**src/rtl/map_loader.sv**
```systemverilog
// Terrain map loader: receives a framed byte stream (magic, packed payload, XOR checksum)
// and unpacks each payload byte into four 2-bit tile writes on the map RAM write port.
module map_loader #(
    parameter int         WIDTH  = 160,
    parameter int         HEIGHT = 90,
    parameter logic [7:0] MAGIC  = 8'hA5
) (
    input  logic        clk_in,
    input  logic        rst_n_in,
    input  logic        start_in,
    input  logic [7:0]  byte_in,
    input  logic        byte_valid_in,
    output logic        byte_ready_out,
    output logic [15:0] map_addr_out,
    output logic [1:0]  map_data_out,
    output logic        map_we_out,
    output logic        busy_out,
    output logic        done_out,
    output logic        error_out
);

    localparam int          NTILES = WIDTH * HEIGHT;
    localparam logic [15:0] NBYTES = 16'(NTILES / 4);

    typedef enum logic [2:0] {
        S_IDLE,
        S_WAIT_MAGIC,
        S_RECV,
        S_UNPACK,
        S_WAIT_CSUM
    } state_t;

    state_t      r_state;
    logic [1:0]  r_sub;
    logic [15:0] r_k;
    logic [7:0]  r_byte;
    logic [7:0]  r_csum;
    logic        r_done;
    logic        r_error;
    logic        r_ready;
    logic        r_busy;
    logic        r_we;
    logic [15:0] r_addr;
    logic [1:0]  r_data;

    state_t      w_state_nx;
    logic [1:0]  w_sub_nx;
    logic [15:0] w_k_nx;
    logic [7:0]  w_byte_nx;
    logic [7:0]  w_csum_nx;
    logic        w_done_nx;
    logic        w_error_nx;
    logic        w_ready_nx;
    logic        w_busy_nx;
    logic        w_we_nx;
    logic [15:0] w_addr_nx;
    logic [1:0]  w_data_nx;
    logic [7:0]  w_shifted;
    logic [15:0] w_k_inc;
    logic        w_accept;

    // A transfer uses the registered ready that the sender actually sees.
    assign w_accept = byte_valid_in & r_ready;
    assign w_k_inc  = r_k + 16'd1;

    always_comb begin
        // NOTE: every variable gets a default before the case so no path leaves it unassigned (no latches).
        w_state_nx = r_state;
        w_sub_nx   = r_sub;
        w_k_nx     = r_k;
        w_byte_nx  = r_byte;
        w_csum_nx  = r_csum;
        w_done_nx  = r_done;
        w_error_nx = r_error;

        unique case (r_state)
            S_IDLE: begin
                if (start_in) begin
                    w_done_nx  = 1'b0;
                    w_error_nx = 1'b0;
                    w_k_nx     = 16'd0;
                    w_csum_nx  = 8'd0;
                    w_state_nx = S_WAIT_MAGIC;
                end
            end
            S_WAIT_MAGIC: begin
                if (w_accept && byte_in == MAGIC) w_state_nx = S_RECV;
            end
            S_RECV: begin
                if (w_accept) begin
                    w_byte_nx  = byte_in;
                    w_csum_nx  = r_csum ^ byte_in;
                    w_sub_nx   = 2'd0;
                    w_state_nx = S_UNPACK;
                end
            end
            S_UNPACK: begin
                w_sub_nx = r_sub + 2'd1;
                if (r_sub == 2'd3) begin
                    w_k_nx     = w_k_inc;
                    w_state_nx = (w_k_inc == NBYTES) ? S_WAIT_CSUM : S_RECV;
                end
            end
            S_WAIT_CSUM: begin
                if (w_accept) begin
                    if (byte_in == r_csum) w_done_nx  = 1'b1;
                    else                   w_error_nx = 1'b1;
                    w_state_nx = S_IDLE;
                end
            end
            default: w_state_nx = S_IDLE;
        endcase

        // Outputs are decoded from the next state so they come straight out of flops.
        w_ready_nx = (w_state_nx == S_WAIT_MAGIC) || (w_state_nx == S_RECV) ||
                     (w_state_nx == S_WAIT_CSUM);
        w_busy_nx  = (w_state_nx != S_IDLE);
        w_we_nx    = (w_state_nx == S_UNPACK);
        w_shifted  = w_byte_nx >> {w_sub_nx, 1'b0};
        w_addr_nx  = r_addr;
        w_data_nx  = r_data;
        if (w_we_nx) begin
            w_addr_nx = (w_k_nx << 2) | {14'd0, w_sub_nx};
            w_data_nx = w_shifted[1:0];
        end
    end

    // NOTE: sequential state uses non-blocking assignments so every flop samples pre-edge values.
    always_ff @(posedge clk_in or negedge rst_n_in) begin
        if (!rst_n_in) begin
            r_state <= S_IDLE;
            r_sub   <= 2'd0;
            r_k     <= 16'd0;
            r_byte  <= 8'd0;
            r_csum  <= 8'd0;
            r_done  <= 1'b0;
            r_error <= 1'b0;
            r_ready <= 1'b0;
            r_busy  <= 1'b0;
            r_we    <= 1'b0;
            r_addr  <= 16'd0;
            r_data  <= 2'd0;
        end else begin
            r_state <= w_state_nx;
            r_sub   <= w_sub_nx;
            r_k     <= w_k_nx;
            r_byte  <= w_byte_nx;
            r_csum  <= w_csum_nx;
            r_done  <= w_done_nx;
            r_error <= w_error_nx;
            r_ready <= w_ready_nx;
            r_busy  <= w_busy_nx;
            r_we    <= w_we_nx;
            r_addr  <= w_addr_nx;
            r_data  <= w_data_nx;
        end
    end

    assign byte_ready_out = r_ready;
    assign busy_out       = r_busy;
    assign done_out       = r_done;
    assign error_out      = r_error;
    assign map_we_out     = r_we;
    assign map_addr_out   = r_addr;
    assign map_data_out   = r_data;

endmodule

```
**config.mk**
```make
export PLATFORM = sky130hd
export DESIGN_NAME = map_loader
export DESIGN_NICKNAME = d
export VERILOG_FILES = /design/src/rtl/map_loader.sv
export SDC_FILE = /design/constraint.sdc
export NUM_CORES = 1
export LEC_CHECK = 0
export BUFFER_PORTS_ARGS = -buffer_cell sky130_fd_sc_hd__buf_2
export CORE_MARGIN = 2
export CORE_UTILIZATION = 31
export CTS_CLUSTER_SIZE = 10
export DETAILED_ROUTE_END_ITERATION = 10
export PLACE_DENSITY = 0.6
export REMOVE_ABC_BUFFERS = 1
export SYNTH_ARGS = -nofsm -noshare
export SYNTH_HDL_FRONTEND = slang
export SYNTH_SLANG_ARGS = --single-unit
```
**constraint.sdc**
```tcl
create_clock -name clk_in -period 2.3 [get_ports clk_in]
set_input_delay 0.345 -clock clk_in [delete_from_list [all_inputs] [get_ports clk_in]]
set_output_delay 0.345 -clock clk_in [all_outputs]
set_load 0.1 [all_outputs]
```
* Word-level counts from Yosys, hierarchy flattened *
Index checks and enable logic that the tools add are counted.

storage, ports and cells
  bits in registers = 60
  bits of input ports = 12
  word-level logic and storage cells = 73

cells by class
  add/subtract/negate cells = 2
  eq/ne operators = 18
  shift operators = 1
  mux-type cells = 24
  bitwise gates (word level) = 3
  reductions and logical operators = 12

operator list
  operator               number
  $mux 16                2
  $mux 8                 4
  $pmux 16 s2            1
  $mux 3                 6
  $add 16x1->16 const B  1
  $eq 16x12->1 const B   1
  $or 16x2->16           1
  $pmux 8 s2             1
  $pmux 3 s5             1
  $eq 3x2->1 const B     4
  $ne 2x2->1 const B     6
  $eq 8x8->1             1
  $eq 8x8->1 const B     1
  $reduce_and 4->1       2
  $shr 8x3->2            1
  $xor 8x8->8            1
  $eq 3x1->1 const B     2
  $eq 3x3->1 const B     2
  $reduce_and 3->1       2
  $reduce_bool 2->1      3
  $mux 1                 5
  $pmux 1 s2             2
  $pmux 2 s2             1
  $logic_not 3->1        1
  other kinds (7)        8

* Longest topological paths before layout *
Gate-level depths: netlist of run 1.

  depth in word-level cells = 8
  mapped depth = 7

* Worst setup path after synthesis of run 1 *
No wires, ideal clock.

  kind = flip-flop to flip-flop
  start = register r_ready (netlist: byte_ready_out)
  end = register r_addr[10] (netlist: map_addr_out[10])
  data arrival time = 2.178 ns
  required time = 2.175 ns
  path slack = -0.003 ns
  cell stages (with the launch flop) = 7
  buffers on the path = 1
  period minus slack after synthesis = 2.303 ns
  cell sequence = dfrtp_1 nand2_1 nor2_1 o21ai_1 inv_2 buf_2 mux2_2

between the ends
  longest elaborated chain between the ends = 5
  elaborated cells between the ends (all ways) = 7

RTL lines
  what                    RTL line  text
  from (decl)             40        logic r_ready;
  from (signal assigned)  151       r_ready <= w_ready_nx;
  $and 1x1->1 *           63        assign w_accept = byte_valid_in & r_ready;
  $logic_and 1x1->1       87        if (w_accept && byte_in == MAGIC) w_state_nx = S_RECV;
  $mux 3                  87
  $pmux 3 s5 *            76        unique case (r_state)
  $eq 3x2->1 *            118       w_we_nx = (w_state_nx == S_UNPACK);
  net w_we_nx             55        logic w_we_nx;
  to (signal assigned)    154       r_addr <= w_addr_nx;
  to (decl)               43        logic [15:0] r_addr;

Mark *: on every way through the listed nets, which the timed path passes. The rest lies on a longest branch.
A chain may end at the register's enable or synchronous reset.

* Worst setup path after layout of run 1 *
  start = register r_state[0]
  end = register r_addr[8] (netlist: map_addr_out[8])

between the ends
  longest elaborated chain between the ends = 3
  elaborated cells between the ends (all ways) = 14

RTL lines
  what                                           RTL line  text
  from (decl)                                    33        state_t r_state;
  from (signal assigned)                         144       r_state <= w_state_nx;
  $eq 3x2->1 or $logic_not 3->1 (tied branches)  76
  $pmux 16 s2 *                                  76
  net w_k_nx[6]                                  48        logic [15:0] w_k_nx;
  $or 16x2->16 *                                 123       w_addr_nx = (w_k_nx << 2) | {14'd0, w_sub_nx};

Marks and branches as above.

==> results.yml, run 1 <==
synth:
  yosys_warnings: 0
  syn_inst: 322
  async_reset_ff_frac: 1.00
  ys_seq_area_frac: 0.483
  syn_area_um2: 3110
  synthXorXnorAreaFrac: 0.0338
  synth_mux_area_frac: 0.0584
  ys_seq_elements: 60
  synthAdderAreaFrac: 0.00805
  ys.flop_type: "dfrtp_1"
  synth-edff-count: 0
  yosysUniqueCellTypes: 58
  synth_top_area_frac: 0.483
  ys_top_cells_by_area: "dfrtp_1, nand2_1, mux2_2"
  synth_compound_area_frac: 0.178
  netlist.top_cell.by_area: "dfrtp_1"
  yosys.area_share.simple: 0.204
  synth_top_family_by_area: "simple AND/OR/NAND/NOR gates"
  avgSynthCellArea_um2: 9.65
clocking:
  hold_buffers: 0
  cts_max_level: 3
  numCtsBuffers: 9
  cts_root_buffer: "clkbuf_8"
  clkSinkCount: 60
  cts_tree: "done"
  cts_setup_buffers: 0
  cts-resized-gates: 0
  clkSlewWorstSetupHoldPaths_ps: 70
  clockBufferDepth: 2
  insertion_delay_ps: 350
placed_design:
  port_buffers: 34
  dp_hpwl_mm: 4.92
  dp.cells: 479
  gp_congestion: 0.848
  dpl_cell_area_um2: 3430
die:
  die-area_um2: 10800
  die_y_um: 104
  row_count: 36
  start_util: 0.319
  die_w_um: 104
  core_area_um2: 9730
  ios: 35
run:
  cap_viol_max_count: 0
sta:
  tightest_slew_ps: 641
  drv_slew: 0
  setup_violations: 0
  whs_ps: 26.3
  fin_crit_sh: 0.869
  fmax_mhz: 500
  fin_crit_ps: 2000
  hold_violations: 0
  setup_tns_ps: 0
  max_slew_margin: 0.567
  finalClockSkew_ps: 10.0
  rsz0062_at_grt: "false"
global_routing:
  met1_usage: 0.179
  grt_max_degree: 36
  grt.busiest_layer: "met2"
  use_met3: 0.0370
  grt_overflow_total: 0
  grt_pass1_wl_mm: 11.9
  grt_pass1_vias: 2408
  grt_use_met2: 0.207
  grt_usage: 0.137
  grt_antenna_before_repair: 0
pwr:
  comb_power_share: 0.374
  switchingPower_mw: 1.82
  clock_power_share: 0.254
  power_mw: 4.11
  swShare: 0.443
  power_density_nw_per_um2: 1130
  p_int_mw: 2.29
  p_seq_frac: 0.372
  leakage_nw: 1.63
  irDropWorstVdd_mv: 0.372
layout:
  finish.cell_count_without_fillers: 495
  num-fill-cells: 1006
  drive_gt1_frac: 0.229
  syn2layout_area_growth_pct: 17.3
  stdcell_area_um2: 3640
  nets: 371
  diodes: 0
worst_setup_path:
  cp_max_fo: 18
  cp_data_required_time_ps: 2530
  cp-start-kind: "register"
  worstPathArrival_ps: 2230
  cp-end-kind: "register"
  path_class: "register to register"
min_path:
  min_path_type: "input port to async pin"
routing:
  dr_total_vias: 2513
  post_drt_wl_per_cell_um: 14.0
  drtIter0Drc: 142
  detail-route-antenna-nets: 0
  postRouteWirelength_mm: 6.95
  drc_errors: 0
  first_pass_iters: 4
  vias_per_cell: 5.08
run_status:
  status: "complete, no violations"
==> cell usage after synthesis (all sizes together), types with 2 or more instances <==
cell type,count
nand4b,3
buf,13
o31ai,2
mux2,14
mux2i,2
nor3b,2
xor2,2
a41oi,3
xnor2,10
nor2,24
and2,2
nand2b,3
and4,2
nand4,6
a21o,3
nor3,2
ha,2
o21bai,2
inv,3
a211oi,3
nor4,5
or3,3
a22o,2
a21oi,12
o311ai,4
o21ai,39
and3,4
a31oi,4
nand3,12
nand2,49
clkbuf,6
and4b,2
dfrtp,60
o2111ai,2
nor2b,3
==> worst max-delay path, stage by stage, from the launching register on <==
cell	delay [ps]
dfrtp_1	550
or3b_4	490
a21oi_4	260
o21ai_2	80
a22o_1	250
mux2_4	260
==> layout make-up <==
type                       count  area [um2]  area share
sequential                    60        1500       0.412
multi-input combinational    240        1500       0.411
timing repair buffer          43         250      0.0687
tap                          133         166      0.0457
clock buffer                  11         141      0.0388
clock inverter                 5        75.1      0.0206
inverter                       3        11.3     0.00309
==> registers in the layout (all words and copies together), names as in the netlist <==
register and count:
error_out 1, r_k 16, map_we_out 1, r_csum 8
r_byte 8, byte_ready_out 1, busy_out 1, r_sub 2
r_state 3, map_data_out 2, done_out 1, map_addr_out 16
==> cell families (layout without fill, tap and decap cells) <==
| kind of cell | Yosys count | count (layout) |
|---|---|---|
| buffers and inverters | 22 | 62 |
| AO/OA/AOI/OAI | 84 | 84 |
| adder cells (fa/ha/maj) | 2 | 2 |
| AND/OR/NAND/NOR | 126 | 126 |
| multiplexers | 16 | 16 |
| XOR/XNOR | 12 | 12 |
| flip-flops | 60 | 60 |
==> routing by layer <==
layer | vias to the layer above | part of all wire | routed length, um
li1 | 1243 | - | -
met1 | 1211 | 0.47 | 3280
met2 | 44 | 0.46 | 3200
met3 | 15 | 0.043 | 301
met4 | 0 | 0.025 | 175
met5 | - | 0 | 0
==> stage by stage <==
stage	setup slack [ps]	utilization
floorplan	104	-
global placement	375	0.352
detailed placement	322	0.352
CTS	309	0.374
global route	161	0.374
finish	301	0.374
==> power groups by stage <==
| stage | clock network, mW | registers (mW) | logic [mW] |
|---|---|---|---|
| after floorplan | 0 | 2.30 | 0.459 |
| after global placement | 0 | 1.54 | 1.54 |
| after detailed placement | 0 | 1.54 | 1.55 |
| after CTS | 1.07 | 1.53 | 1.55 |
| after global routing | 1.11 | 1.57 | 1.64 |
| final | 1.04 | 1.53 | 1.54 |
==> placed cells by master, fill, tap and decap left out, drive strengths merged, types with 3 or more instances in the layout <==
master,Yosys,routed
a211oi,3,3
a21o,3,3
a21oi,12,12
a31oi,4,4
a41oi,3,3
and3,4,4
buf,13,43
clkbuf,6,11
clkinv,0,3
dfrtp,60,60
inv,3,3
mux2,14,14
nand2,49,49
nand2b,3,3
nand3,12,12
nand4,6,6
nand4b,3,3
nor2,24,24
nor2b,3,3
nor4,5,5
o21ai,39,39
o311ai,4,4
or3,3,3
xnor2,10,10
==> path summary, 6_finish.rpt <==
| check | startpoint | end | slack [ps] | cells after the start |
|---|---|---|---|---|
| min in group clk_in | byte_in[2] | r_byte[2]$_DFF_PN0_ | 280 | 3 |
| max in group asynchronous | rst_n_in | map_addr_out[7]$_DFFE_PN0P_ | 1670 | 2 |
| worst min register to register | map_addr_out[3]$_DFFE_PN0P_ | map_addr_out[3]$_DFFE_PN0P_ | 480 | 2 |
| worst min-delay path | rst_n_in | map_data_out[0]$_DFFE_PN0P_ | 30 | 1 |
| worst max-delay path | r_state[0]$_DFF_PN0_ | map_addr_out[8]$_DFFE_PN0P_ | 300 | 5 |
| worst max register to register | r_state[0]$_DFF_PN0_ | map_addr_out[8]$_DFFE_PN0P_ | 300 | 5 |
(Power assumes the default switching activity.)
==> inputs of run 2 (changes only) <==
- CORE_ASPECT_RATIO: unset -> 1.5
- CORE_MARGIN: 2 -> unset
- SKIP_LAST_GASP: unset -> 1
==> run 2 against run 1 <==
- first-iteration DRC count decreased by 20%
- final area increased by 0.45%
- die area decreased by 3.7%
- combinational power about the same
- critical path depth increased by 1
- clock skew increased by 0.56 ps
- sequential share of layout area decreased by 0.18 points
- largest power group is now registers
- highest routed layer unchanged
==> results.yml, run 2 (synthesis gave the netlist of run 1 again) <==
routing:
  vias_per_cell: 5.40
  first_pass_iters: 5
  wl_met1_mm: 3.18
  wl_met2_mm: 3.77
  wl_met3_um: 236
  drc_errors: 0
  highest_layer: "met4"
  post_drt_wl_per_cell_um: 15.6
  detail-route-antenna-nets: 0
  postRouteWirelength_mm: 7.36
  drtIter0Drc: 114
  dr_total_vias: 2556
global_routing:
  grt_pass1_wl_mm: 12.8
  grt_antenna_before_repair: 0
  grt_overflow_total: 0
  grt_max_degree: 38
  grt_pass1_vias: 2578
  grt_usage: 0.153
layout:
  layout_common_cells: "dfrtp_1, nand2_1, buf_2, nor2_1, o21ai_0"
  num-fill-cells: 994
  diodes: 0
  fin_util: 0.378
  layout_commonest_cell: "dfrtp_1"
  finish.cell_count_without_fillers: 473
  nets: 368
  syn2layout_area_growth_pct: 17.8
  drive_gt1_frac: 0.223
run_status:
  status: "complete, no violations"
sta:
  finalClockSkew_ps: 10.6
  fin_crit_ps: 2020
  drv_slew: 0
  setup_violations: 0
  tightest_slew_ps: 597
  rsz0062_at_grt: "false"
  fin_crit_sh: 0.878
  hold_violations: 0
  setup_tns_ps: 0
  max_slew_margin: 0.602
  fmax_mhz: 495
clocking:
  insertion_delay_ps: 330
  cts_root_buffer: "clkbuf_16"
  hold_buffers: 0
  numCtsBuffers: 9
  clkSinkCount: 60
  cts_tree: "done"
  cts_setup_buffers: 0
  clockBufferDepth: 2
  cts_max_level: 3
  clkSlewWorstSetupHoldPaths_ps: 60
  cts-resized-gates: 0
worst_setup_path:
  cp-end-kind: "register"
  reg2reg_slack_ps: 280
  cp_data_required_time_ps: 2510
  worstPathArrival_ps: 2230
  r2r_end: "map_data_out[1]$_DFFE_PN0P_"
  cpPeakStageDelay_ps: 580
  cp-startpoint: "r_state[1]$_DFF_PN0_"
  crit-reg2reg-launch: "r_state[1]$_DFF_PN0_"
  reg2reg_depth: 6
  cp-start-kind: "register"
  cp_max_fo: 14
  cp_cell_sequence: "nor2b_2 -> nand2b_1 -> nor2_1 -> buf_4 -> a211oi_1 -> o311ai_1"
  path_class: "register to register"
  critPathSlowestCell: "dfrtp_1"
pwr:
  swShare: 0.438
  clock_power_share: 0.288
  irDropWorstVdd_mv: 0.726
  comb_power_share: 0.355
  leakage_nw: 1.64
  p_seq_frac: 0.357
  power_density_nw_per_um2: 1180
  switchingPower_mw: 1.90
  p_int_mw: 2.43
min_path:
  min_path_type: "input port to async pin"
die:
  ios: 35
  row_count: 44
  start_util: 0.321
  die_w_um: 83.7
  die-area_um2: 10400
  core_area_um2: 9690
  die_y_um: 125
placed_design:
  dp.cells: 458
  port_buffers: 34
  gp_congestion: 0.892
  dp_hpwl_mm: 5.29
run:
  cap_viol_max_count: 0
[run 2: cell count changes in the layout (fill, tap and decap cells not counted)]
cell / previous run / this run
buf_4: 8 / 5
clkbuf_16: 0 / 9
clkbuf_8: 10 / 2
clkbuf_1: 1 / 0
clkinvlp_4: 0 / 2
clkinv_2: 3 / 2
bufinv_16: 2 / 0
[run 2: worst max path at each step]
stage / to / cells past startpoint
after floorplan: map_addr_out[10]$_DFFE_PN0P_ / 5
after detailed placement: map_data_out[0]$_DFFE_PN0P_ / 6
after global placement: map_data_out[1]$_DFFE_PN0P_ / 6
final: map_data_out[1]$_DFFE_PN0P_ / 6
after global routing: map_data_out[1]$_DFFE_PN0P_ / 6
after CTS: map_data_out[1]$_DFFE_PN0P_ / 6
[run 2: metal layers]
layer | vias up | track usage
met5 | - | 0
met4 | 0 | 0.0618
met3 | 16 | 0.0404
met2 | 48 | 0.261
met1 | 1262 | 0.181
li1 | 1230 | -
[run 2: stage by stage]
stage / total power, mW / setup WS, ps / area (um2) / hold WS (ps)
after floorplan: 2.76 / 104 / 3010 / 49.4
after global placement: 3.08 / 304 / 3380 / 373
after detailed placement: 3.11 / 319 / 3380 / 384
after CTS: 4.37 / 257 / 3660 / 31.3
after global routing: 4.56 / 82.1 / 3660 / 50.9
final: 4.33 / 281 / 3660 / 20.7
[run 2: worst max-delay path: cells and delay by family, from the launching register on]
kind	cells	cell delay, ps
buf+inv	1	200
flops	1	580
simple gates	3	730
compound gates	2	370
[run 2: final cells by class]
cell class                      count  area (um2)  share of cell area
Sequential cell                    60        1500               0.410
Multi-Input combinational cell    240        1500               0.409
Tap cell                          115         144              0.0393
Clock buffer                       11         253              0.0691
Inverter                            3        11.3             0.00308
Clock inverter                      4        25.0             0.00684
Timing Repair Buffer               40         228              0.0622
[run 2: power by group through the flow]
stage               Clock (mW)  Sequential, mW  Combinational, mW
floorplan                    0            2.30              0.459
finish                    1.25            1.55               1.54
global placement             0            1.56               1.53
global route              1.33            1.59               1.64
detailed placement           0            1.56               1.55
CTS                       1.27            1.55               1.55
